## config.mk

```make
export PLATFORM = sky130hd
export DESIGN_NAME = sensor_emu_ctl_mc_axi_flat
export DESIGN_NICKNAME = d
export VERILOG_FILES = /design/src/rtl/sensor_emu_ctl_mc_axi_if.sv /design/src/rtl/sensor_emu_ctl_mc_axi.sv /design/src/flat_wrapper.sv
export SDC_FILE = /design/constraint.sdc
export NUM_CORES = 1
export LEC_CHECK = 0
export ABC_AREA = 0
export CAP_MARGIN = 10
export CORE_ASPECT_RATIO = 1.5
export CORE_MARGIN = 2
export CORE_UTILIZATION = 52
export DETAILED_ROUTE_END_ITERATION = 16
export PLACE_DENSITY = 0.85
export SETUP_SLACK_MARGIN = 0.4
export SYNTH_ARGS = -nofsm -noshare
export SYNTH_HDL_FRONTEND = slang
export SYNTH_SLANG_ARGS = --single-unit
```

## constraint.sdc

```tcl
create_clock -name clk -period 4.13 [get_ports clk]
set_clock_uncertainty 0.2 [all_clocks]
set_input_delay 1.0325 -clock clk [delete_from_list [all_inputs] [get_ports clk]]
set_output_delay 1.0325 -clock clk [all_outputs]
set_load 0.05 [all_outputs]
```

## src/rtl/sensor_emu_ctl_mc_axi_if.sv

```systemverilog
// sensor_emu_ctl_mc_axi_if: AXI4-Lite slave bus bundle for the sensor emulator control block
interface sensor_emu_ctl_mc_axi_if;
    logic [31:0] awaddr;
    logic        awvalid, awready;
    logic [31:0] wdata;
    logic [3:0]  wstrb;
    logic        wvalid, wready;
    logic [1:0]  bresp;
    logic        bvalid, bready;
    logic [31:0] araddr;
    logic        arvalid, arready;
    logic [31:0] rdata;
    logic [1:0]  rresp;
    logic        rvalid, rready;
    modport master (
        output awaddr, awvalid, wdata, wstrb, wvalid, bready, araddr, arvalid, rready,
        input  awready, wready, bresp, bvalid, arready, rdata, rresp, rvalid
    );
    modport slave (
        input  awaddr, awvalid, wdata, wstrb, wvalid, bready, araddr, arvalid, rready,
        output awready, wready, bresp, bvalid, arready, rdata, rresp, rvalid
    );
endinterface

```

## src/rtl/sensor_emu_ctl_mc_axi.sv

```systemverilog
// sensor_emu_ctl_mc_axi: multi-channel AXI4-Lite control/status registers for the emulator FIFO bank
// Define SENSOR_EMU_CTL_WSTRB_EN to make control-register writes honour WSTRB byte lanes.
module sensor_emu_ctl_mc_axi #(
    parameter int NCH = 4,
    parameter int AW  = 7
) (
    input  logic                 clk,
    input  logic                 reset,
    sensor_emu_ctl_mc_axi_if.slave s_axi,
    output logic [NCH-1:0]       o_fifo_reset,
    output logic [63:0]          o_load_data,
    output logic [NCH-1:0]       o_load_valid,
    output logic [2:0]           o_start_chan,
    output logic                 o_start,
    output logic                 o_hard_stop,
    input  logic [31:0]          i_module_rev,
    input  logic [3:0]           i_pattern_width,
    input  logic [NCH-1:0]       i_fifo_ready,
    input  logic [NCH-1:0]       i_fifo_full,
    input  logic [32*NCH-1:0]    i_fifo_count,
    input  logic [3:0]           i_active
);
    localparam logic [31:0] AMASK = 32'((64'd1 << AW) - 1);
    typedef enum logic [1:0] {W_IDLE, W_EXEC, W_RESP} w_state_t;
    typedef enum logic {R_IDLE, R_DATA} r_state_t;
    w_state_t w_state, w_next;
    r_state_t r_state, r_next;
    logic aw_got, w_got, aw_hs, w_hs, ar_hs;
    logic [31:0] aw_addr, w_data, w_idx, r_idx, wmask, nv, rd_val, rdata_q;
    logic [3:0] w_strb;
    logic [31:0] ctl [6];
    logic [NCH-1:0] overrun, ovr_set, ovr_clr, fr_n, lv_n;
    logic [2:0] ci, sel;
    logic nz, err, wr, st_n, hs_n, rd_err;
    logic [1:0] bresp_q, rresp_q;
`ifndef SENSOR_EMU_CTL_WSTRB_EN
    logic unused_strb;
    assign unused_strb = ^w_strb;
`endif
    assign s_axi.bresp = bresp_q;
    assign s_axi.rdata = rdata_q;
    assign s_axi.rresp = rresp_q;
    assign o_start_chan = ctl[4][2:0];
    always_ff @(posedge clk) begin
        if (reset) begin
            w_state <= W_IDLE;
            r_state <= R_IDLE;
        end else begin
            w_state <= w_next;
            r_state <= r_next;
        end
    end
    always_comb begin
        s_axi.awready = w_state == W_IDLE && !aw_got;
        s_axi.wready = w_state == W_IDLE && !w_got;
        s_axi.bvalid = w_state == W_RESP;
        aw_hs = s_axi.awvalid && s_axi.awready;
        w_hs = s_axi.wvalid && s_axi.wready;
        w_next = w_state == W_IDLE ? (((aw_got || aw_hs) && (w_got || w_hs)) ? W_EXEC : W_IDLE)
               : w_state == W_EXEC ? W_RESP
               : (s_axi.bready ? W_IDLE : W_RESP);
    end
    always_comb begin
        s_axi.arready = r_state == R_IDLE;
        s_axi.rvalid = r_state == R_DATA;
        ar_hs = s_axi.arvalid && s_axi.arready;
        r_next = r_state == R_IDLE ? (ar_hs ? R_DATA : R_IDLE) : (s_axi.rready ? R_IDLE : R_DATA);
    end
    // Effects of the captured write, applied only while in EXEC
    always_comb begin
        w_idx = (aw_addr & AMASK) >> 2;
        ci = 3'(w_idx - 32'd16);
        sel = ctl[2][2:0];
`ifdef SENSOR_EMU_CTL_WSTRB_EN
        wmask = {{8{w_strb[3]}}, {8{w_strb[2]}}, {8{w_strb[1]}}, {8{w_strb[0]}}};
        nz = |w_strb;
`else
        wmask = '1;
        nz = 1'b1;
`endif
        nv = ((ctl[ci] & ~wmask) | (w_data & wmask)) & ((w_idx == 32'd18 || w_idx == 32'd20) ? 32'h7 : '1);
        err = 1'b0;
        wr = 1'b0;
        fr_n = '0;
        lv_n = '0;
        st_n = 1'b0;
        hs_n = 1'b0;
        ovr_set = '0;
        ovr_clr = '0;
        case (w_idx)
            32'd4: ovr_clr = w_data[NCH-1:0] & wmask[NCH-1:0];
            32'd16: begin
                wr = nz;
                fr_n = nz ? nv[NCH-1:0] : '0;
            end
            32'd17, 32'd18: wr = 1'b1;
            32'd19: if (nz) begin
                if (int'(sel) >= NCH) err = 1'b1;
                else if (|(i_fifo_full & (NCH'(1) << sel))) begin
                    err = 1'b1;
                    ovr_set = NCH'(1) << sel;
                end else begin
                    wr = 1'b1;
                    lv_n = NCH'(1) << sel;
                end
            end
            32'd20: if (nz) begin
                err = int'(nv[2:0]) >= NCH;
                wr = !err;
                st_n = !err;
            end
            32'd21: begin
                wr = nz;
                hs_n = nz;
            end
            default: err = 1'b1;
        endcase
    end
    always_comb begin
        r_idx = (s_axi.araddr & AMASK) >> 2;
        rd_val = '0;
        rd_err = 1'b0;
        case (r_idx)
            32'd0: rd_val = i_module_rev;
            32'd1: rd_val = {28'b0, i_pattern_width};
            32'd2: rd_val = 32'(i_fifo_ready);
            32'd3: rd_val = {28'b0, i_active};
            32'd4: rd_val = 32'(overrun);
            32'd16: rd_val = ctl[0];
            32'd17: rd_val = ctl[1];
            32'd18: rd_val = ctl[2];
            32'd19: rd_val = ctl[3];
            32'd20: rd_val = ctl[4];
            32'd21: rd_val = ctl[5];
            default: rd_err = 1'b1;
        endcase
        for (int n = 0; n < NCH; n++)
            if (r_idx == 32'(8 + n)) begin
                rd_val = i_fifo_count[32*n +: 32];
                rd_err = 1'b0;
            end
    end
    always_ff @(posedge clk) begin
        if (reset) begin
            aw_got <= 1'b0;
            w_got <= 1'b0;
            aw_addr <= '0;
            w_data <= '0;
            w_strb <= '0;
            ctl <= '{default: '0};
            overrun <= '0;
            bresp_q <= '0;
            rdata_q <= '0;
            rresp_q <= '0;
            o_fifo_reset <= '0;
            o_load_valid <= '0;
            o_load_data <= '0;
            o_start <= 1'b0;
            o_hard_stop <= 1'b0;
        end else begin
            o_fifo_reset <= '0;
            o_load_valid <= '0;
            o_start <= 1'b0;
            o_hard_stop <= 1'b0;
            if (aw_hs) begin
                aw_got <= 1'b1;
                aw_addr <= s_axi.awaddr;
            end
            if (w_hs) begin
                w_got <= 1'b1;
                w_data <= s_axi.wdata;
                w_strb <= s_axi.wstrb;
            end
            if (w_state == W_EXEC) begin
                aw_got <= 1'b0;
                w_got <= 1'b0;
                bresp_q <= err ? 2'b10 : 2'b00;
                if (wr) ctl[ci] <= nv;
                overrun <= (overrun & ~ovr_clr) | ovr_set;
                o_fifo_reset <= fr_n;
                o_load_valid <= lv_n;
                o_start <= st_n;
                o_hard_stop <= hs_n;
                if (|lv_n) o_load_data <= {ctl[1], nv};
            end
            if (ar_hs) begin
                rdata_q <= rd_val;
                rresp_q <= rd_err ? 2'b11 : 2'b00;
            end
        end
    end
endmodule
```

## src/flat_wrapper.sv

```systemverilog
// flat-port wrapper written by rule: the top's interface ports become plain ports
module sensor_emu_ctl_mc_axi_flat 
#(
    parameter int NCH = 4,
    parameter int AW  = 7
)
  (clk, reset, o_fifo_reset, o_load_data, o_load_valid, o_start_chan, o_start, o_hard_stop, i_module_rev, i_pattern_width, i_fifo_ready, i_fifo_full, i_fifo_count, i_active, s_axi_awaddr, s_axi_awvalid, s_axi_wdata, s_axi_wstrb, s_axi_wvalid, s_axi_bready, s_axi_araddr, s_axi_arvalid, s_axi_rready, s_axi_awready, s_axi_wready, s_axi_bresp, s_axi_bvalid, s_axi_arready, s_axi_rdata, s_axi_rresp, s_axi_rvalid);
  sensor_emu_ctl_mc_axi_if s_axi_i ();
  input  logic clk;
  input  logic reset;
  output logic [NCH-1:0] o_fifo_reset;
  output logic [63:0] o_load_data;
  output logic [NCH-1:0] o_load_valid;
  output logic [2:0] o_start_chan;
  output logic o_start;
  output logic o_hard_stop;
  input  logic [31:0] i_module_rev;
  input  logic [3:0] i_pattern_width;
  input  logic [NCH-1:0] i_fifo_ready;
  input  logic [NCH-1:0] i_fifo_full;
  input  logic [32*NCH-1:0] i_fifo_count;
  input  logic [3:0] i_active;
  input wire logic [$bits(s_axi_i.awaddr)-1:0] s_axi_awaddr;
  input wire logic [$bits(s_axi_i.awvalid)-1:0] s_axi_awvalid;
  input wire logic [$bits(s_axi_i.wdata)-1:0] s_axi_wdata;
  input wire logic [$bits(s_axi_i.wstrb)-1:0] s_axi_wstrb;
  input wire logic [$bits(s_axi_i.wvalid)-1:0] s_axi_wvalid;
  input wire logic [$bits(s_axi_i.bready)-1:0] s_axi_bready;
  input wire logic [$bits(s_axi_i.araddr)-1:0] s_axi_araddr;
  input wire logic [$bits(s_axi_i.arvalid)-1:0] s_axi_arvalid;
  input wire logic [$bits(s_axi_i.rready)-1:0] s_axi_rready;
  output wire logic [$bits(s_axi_i.awready)-1:0] s_axi_awready;
  output wire logic [$bits(s_axi_i.wready)-1:0] s_axi_wready;
  output wire logic [$bits(s_axi_i.bresp)-1:0] s_axi_bresp;
  output wire logic [$bits(s_axi_i.bvalid)-1:0] s_axi_bvalid;
  output wire logic [$bits(s_axi_i.arready)-1:0] s_axi_arready;
  output wire logic [$bits(s_axi_i.rdata)-1:0] s_axi_rdata;
  output wire logic [$bits(s_axi_i.rresp)-1:0] s_axi_rresp;
  output wire logic [$bits(s_axi_i.rvalid)-1:0] s_axi_rvalid;
  assign s_axi_i.awaddr = s_axi_awaddr;
  assign s_axi_i.awvalid = s_axi_awvalid;
  assign s_axi_i.wdata = s_axi_wdata;
  assign s_axi_i.wstrb = s_axi_wstrb;
  assign s_axi_i.wvalid = s_axi_wvalid;
  assign s_axi_i.bready = s_axi_bready;
  assign s_axi_i.araddr = s_axi_araddr;
  assign s_axi_i.arvalid = s_axi_arvalid;
  assign s_axi_i.rready = s_axi_rready;
  assign s_axi_awready = s_axi_i.awready;
  assign s_axi_wready = s_axi_i.wready;
  assign s_axi_bresp = s_axi_i.bresp;
  assign s_axi_bvalid = s_axi_i.bvalid;
  assign s_axi_arready = s_axi_i.arready;
  assign s_axi_rdata = s_axi_i.rdata;
  assign s_axi_rresp = s_axi_i.rresp;
  assign s_axi_rvalid = s_axi_i.rvalid;
  sensor_emu_ctl_mc_axi #(.NCH(NCH), .AW(AW)) u_core (.clk(clk), .reset(reset), .s_axi(s_axi_i), .o_fifo_reset(o_fifo_reset), .o_load_data(o_load_data), .o_load_valid(o_load_valid), .o_start_chan(o_start_chan), .o_start(o_start), .o_hard_stop(o_hard_stop), .i_module_rev(i_module_rev), .i_pattern_width(i_pattern_width), .i_fifo_ready(i_fifo_ready), .i_fifo_full(i_fifo_full), .i_fifo_count(i_fifo_count), .i_active(i_active));
endmodule
```

* After elaboration in Yosys (flattened, before gate mapping) *
Index checks and enable logic that the tools add are counted.

cells by class
  mux-type cells = 37
  reductions and logical operators = 26
  bitwise operators = 10
  shift-type cells = 1
  add/sub/neg operators = 1
  eq/ne operators = 23
  magnitude comparators = 4

operators with widths
  cell                count
  $pmux 32 s11        1
  $bwmux 192          1
  $mux 32             6
  $demux 32 s3        1
  $eq 5x5->1 const B  12
  $and 32x32->32      1
  $logic_not 32->1    1
  $mux 4              7
  $eq 5x4->1 const B  4
  $mux 1              14
  $reduce_or 4->1     3
  $reduce_or 11->1    1
  $eq 5x2->1 const B  2
  $eq 5x3->1 const B  2
  $mux 2              5
  $and 4x4->4         2
  $logic_and 1x1->1   7
  $ge 3x3->1 const B  2
  $pmux 1 s3          2
  $reduce_or 3->1     2
  $eq 5x1->1 const B  1
  $reduce_or 5->1     1
  $ge 4x4->1 const B  1
  $lt 4x1->1 const B  1
  other kinds (13)    22

word-level totals
  logic and storage cells = 123
  input bits = 283
  output and inout port bits = 118
  bits in registers = 350

* Longest topological paths before layout *
  depth in word-level cells = 8
  depth in mapped cells = 8
  depth with buffers taken out = 5

* Worst setup path after synthesis *
OpenSTA, ideal clock, no wires.

  path type = input to register
  from = input port i_fifo_full[3]
  to = register u_core.ctl[67] (netlist name)
  stages on the path = 7
  slack = 1.420 ns
  path buffers = 2
  setup time = 0.128 ns
  data arrival time = 2.382 ns
  path through = mux4_2 > nor3_4 > nand2_2 > buf_2 > buf_2 > a21oi_1 > nor2_1

on the way
  cells in the longest elaborated chain, start to end = 6

RTL lines
  element                            RTL line                      RTL
  from (decl)                        flat_wrapper.sv:20            input logic [NCH-1:0] i_fifo_full;
  $and 4x4->4                        sensor_emu_ctl_mc_axi.sv:99   else if (|(i_fifo_full & (NCH'(1) << sel))) begin
  $reduce_or 4->1                    sensor_emu_ctl_mc_axi.sv:99
  $mux 1                             sensor_emu_ctl_mc_axi.sv:99
  $mux 1                             sensor_emu_ctl_mc_axi.sv:98   if (int'(sel) >= NCH) err = 1'b1;
  $pmux 1 s3                         sensor_emu_ctl_mc_axi.sv:90   case (w_idx)
  $reduce_and 2->1 (no source line)  --
  to (signal, indexed assignment)    sensor_emu_ctl_mc_axi.sv:178  if (wr) ctl[ci] <= nv;
  to (decl)                          sensor_emu_ctl_mc_axi.sv:31   logic [31:0] ctl [6];

Every way passes these cells.
A chain may end at the register's enable or synchronous reset.

* Final worst setup path *
  from = register u_core.w_state[1]
  to = output port s_axi_wready

on the way
  cells in the longest elaborated chain, start to end = 2

RTL lines
  element                 RTL line                     RTL
  from (decl)             sensor_emu_ctl_mc_axi.sv:26  w_state_t w_state, w_next;
  from (signal assigned)  sensor_emu_ctl_mc_axi.sv:49  w_state <= w_next;
  $logic_not 2->1         sensor_emu_ctl_mc_axi.sv:55  s_axi.wready = w_state == W_IDLE && !w_got;
  $logic_and 1x1->1       sensor_emu_ctl_mc_axi.sv:55
  to (decl)               flat_wrapper.sv:33           output wire logic [$bits(s_axi_i.wready)-1:0] s_axi_wready;

Every way passes these cells.

==> impl_results.md <==
- Crit path max-delay cell type: clkdlybuf4s50_1
- Setup crit end kind: output port
- Worst vdd ir: 0.000387 V
- Leak: 6.92 nW
- Max Cap Viol: 0
- Cell Rows: 75
- Design Power: 0.00763 W
- Yosys reg bits: 346
- Fraction of layout cells with a size suffix above 1: 0.0657
- Vias in the first global route: 14100
- Vias per cell: 6.11
- Clock latency on the worst-skew pair: 0.58 ns
- DP Worst Slack: 0.145 ns
- Critical Path RT: 2.90 ns
- Syn nets: 2075
- Top FF cell, synth: dfxtp_1
- Final setup violation count: 0
- Post-synthesis average cell area: 8.20 µm²
- Count of final max-slew check failures: 0
- P per Cell Area: 391 nW/µm²
- Unrepaired setup endpoints after global routing: false
- Num CTS Buffers: 31
- Setup TNS: 0 ns
- Total track usage: 0.349
- Reg2reg end: u_core.ctl[145]
- Port bufs: 341
- Post-CTS sizing: 0
- Final Util: 0.700
- Postcts setup bufs: 0
- Placer congestion estimate: 0.934
- Commonest non-fill, non-tap cells in the layout: dfxtp_1 (346), clkdlybuf4s50_1 (339), nand2_1 (266), a21oi_1 (259), nor2_1 (149)
- Hold-fix buffers at CTS: 0
- Die height: 210 µm
- FF-to-FF setup slack: 1.44 ns
- Core area: 27900 µm²
- Post-synth EDFFs: 0
- R2R Path Start: u_core.aw_addr[2]
- Min-Delay Path Depth: 2
- Syn. warnings: 0
- Hold EP: u_core.ctl[171]
- Clock slew at reported path FFs: 0.07 ns
- Root buffer cell: clkbuf_16
- Layout net count: 2343
- FF-to-FF path depth: 5
- Min-delay src: u_core.ctl[171]
- Routed length per placed instance: 22.3 µm
- Die width: 141 µm
- WL final: 54200 µm
- F_max: 0.288 GHz
- Fillers: 2189
- Hold WS: 0.256 ns
- Grt ovf: 0
- Critical Path AT: 2.24 ns
- Clk sinks: 346
- CTS tree: done
- Pre-Repair DR Iteration Count: 7
- Critical path buffers and inverters: 1
- Initial Util: 0.527
- Max-slew headroom: 0.165
- H-tree lvl count: 1
- Fin crit share: 0.842
- First-pass GRT wire length: 81100 µm
- Pin count of the biggest net entering global routing: 129
- Critical Path Start Type: flop
- Status: finished, final reports clean
- Number of antenna violations at the first check in global routing: 2
- Most common cell after layout, fill and taps aside: dfxtp_1
- Fin crit period: 3.48 ns
- Dpl hpwl: 38000 µm
- Worst Hold Class: flop to flop
- Via Count: 14900
- Clock Tree Buf Depth: 3
- Critical path class: flop to output port
- Critical Path, Cell by Cell: or2_2 > nor2_1 > clkdlybuf4s50_1
- Slew at the pin closest to its max-slew limit: 1.25 ns
- Full die area: 29600 µm²
- Unique masters post-synth: 72
- Number of routed nets with antenna violations: 0
- Max incr delay on CP: 0.83 ns
- Async S/R FF share, synth: 0
- Synth Instances: 1792
- Crit path max-delay family: buffers and inverters
- Seq/Total Area, Yosys: 0.471
- IO Pins: 401
- Mapped cell area: 14700 µm²
- Setup ws final: 0.653 ns
- Hold Vio Cnt, Final: 0
- DRT iter0 DRCs: 1533
- DR DRC count: 0
- Layout Area Growth over Synthesis: 32.9%
- Crit path max fanout: 5
==> layer usage <==
metal,share of wire,track usage,vias up
li1,-,-,6860
met1,0.40,0.461,7060
met2,0.47,0.572,812
met3,0.093,0.0481,137
met4,0.043,0.149,0
met5,0,0,-
==> power breakdown <==
| part | switching, W | internal, W |
|---|---|---|
| combinational | 0.000496 | 0.000388 |
| sequential | 0.0000820 | 0.00340 |
| clock | 0.00131 | 0.00195 |
| total | 0.00189 | 0.00574 |
==> state kept, by name, summed over array words and instances, names as in the netlist, 2 cells and up <==
register,flops
u_core.overrun,4
u_core.w_state,2
u_core.aw_addr,5
u_core.o_load_valid,4
u_core.ctl,189
u_core.o_start_chan,3
u_core.w_data,32
u_core.s_axi.rdata,32
u_core.o_fifo_reset,4
u_core.o_load_data,64
==> tightest hold or removal path: cells and delay by family, from the launching register on <==
kind	cells	cell delay, ns
flip-flops	1	0.31
AND/OR/NAND/NOR	1	0.05
AO/OA/AOI/OAI	1	0.05
==> cell families (layout without fill, tap and decap cells) <==
group | Yosys count | in the layout | share of synthesized area
buffers and inverters | 169 | 461 | 0.0505
AND/OR/NAND/NOR | 758 | 758 | 0.251
AO/OA/AOI/OAI | 490 | 490 | 0.205
other | 1 | 3 | 0.000255
multiplexers | 28 | 28 | 0.0209
flip-flops | 346 | 346 | 0.471
==> final cells by class <==
type                            instances  area [µm²]  area share
Multi-Input combinational cell       1277        7070       0.362
Clock buffer                           41         853      0.0437
Timing Repair Buffer                  398        3920       0.201
Antenna cell                            2        5.00    0.000256
Inverter                                6        22.5     0.00115
Clock inverter                         16         293      0.0150
Sequential cell                       346        6930       0.355
Tap cell                              346         433      0.0222
==> worst max-delay path by stage <==
stage,slack (ns),depth (start not counted),endpoint,startpoint
floorplan,1.42,7,u_core.ctl[67],i_fifo_full[3]
global placement,0.15,8,u_core.s_axi.rdata[3],s_axi_araddr[4]
detailed placement,0.15,8,u_core.s_axi.rdata[3],s_axi_araddr[4]
CTS,0.65,3,s_axi_wready,u_core.w_state[1]
global route,0.60,3,s_axi_wready,u_core.w_state[1]
finish,0.65,3,s_axi_wready,u_core.w_state[1]
==> Yosys cell counts, drive strengths merged, types with 6 or more instances <==
cell type / n / area [µm²]
inv: 6 / 22.5
buf: 60 / 333
a221oi: 22 / 193
or3: 23 / 144
nor3: 21 / 138
a2111oi: 9 / 78.8
a22oi: 64 / 480
nand3: 94 / 470
and3: 58 / 363
a21oi: 259 / 1300
a31o: 10 / 87.6
o22ai: 13 / 81.3
nor4: 12 / 96.3
and2: 66 / 413
and4: 10 / 87.6
o21ai: 41 / 205
o32ai: 6 / 52.6
mux2i: 24 / 240
dfxtp: 346 / 6930
nand2b: 13 / 81.3
nand3b: 8 / 60.1
o211ai: 7 / 52.6
nor2b: 14 / 90.1
o221ai: 18 / 158
a211oi: 15 / 118
nand2: 267 / 1000
nor2: 153 / 584
clkbuf: 103 / 387
==> stage by stage <==
step           area (µm²)  std cells
2_1_floorplan       14700       1792
3_3_place_gp        18400       2373
3_5_place_dp        18400       2373
4_1_cts             19500       2430
5_1_grt             19500       2432
6_report            19500       2432
(Power assumes the default switching activity.)
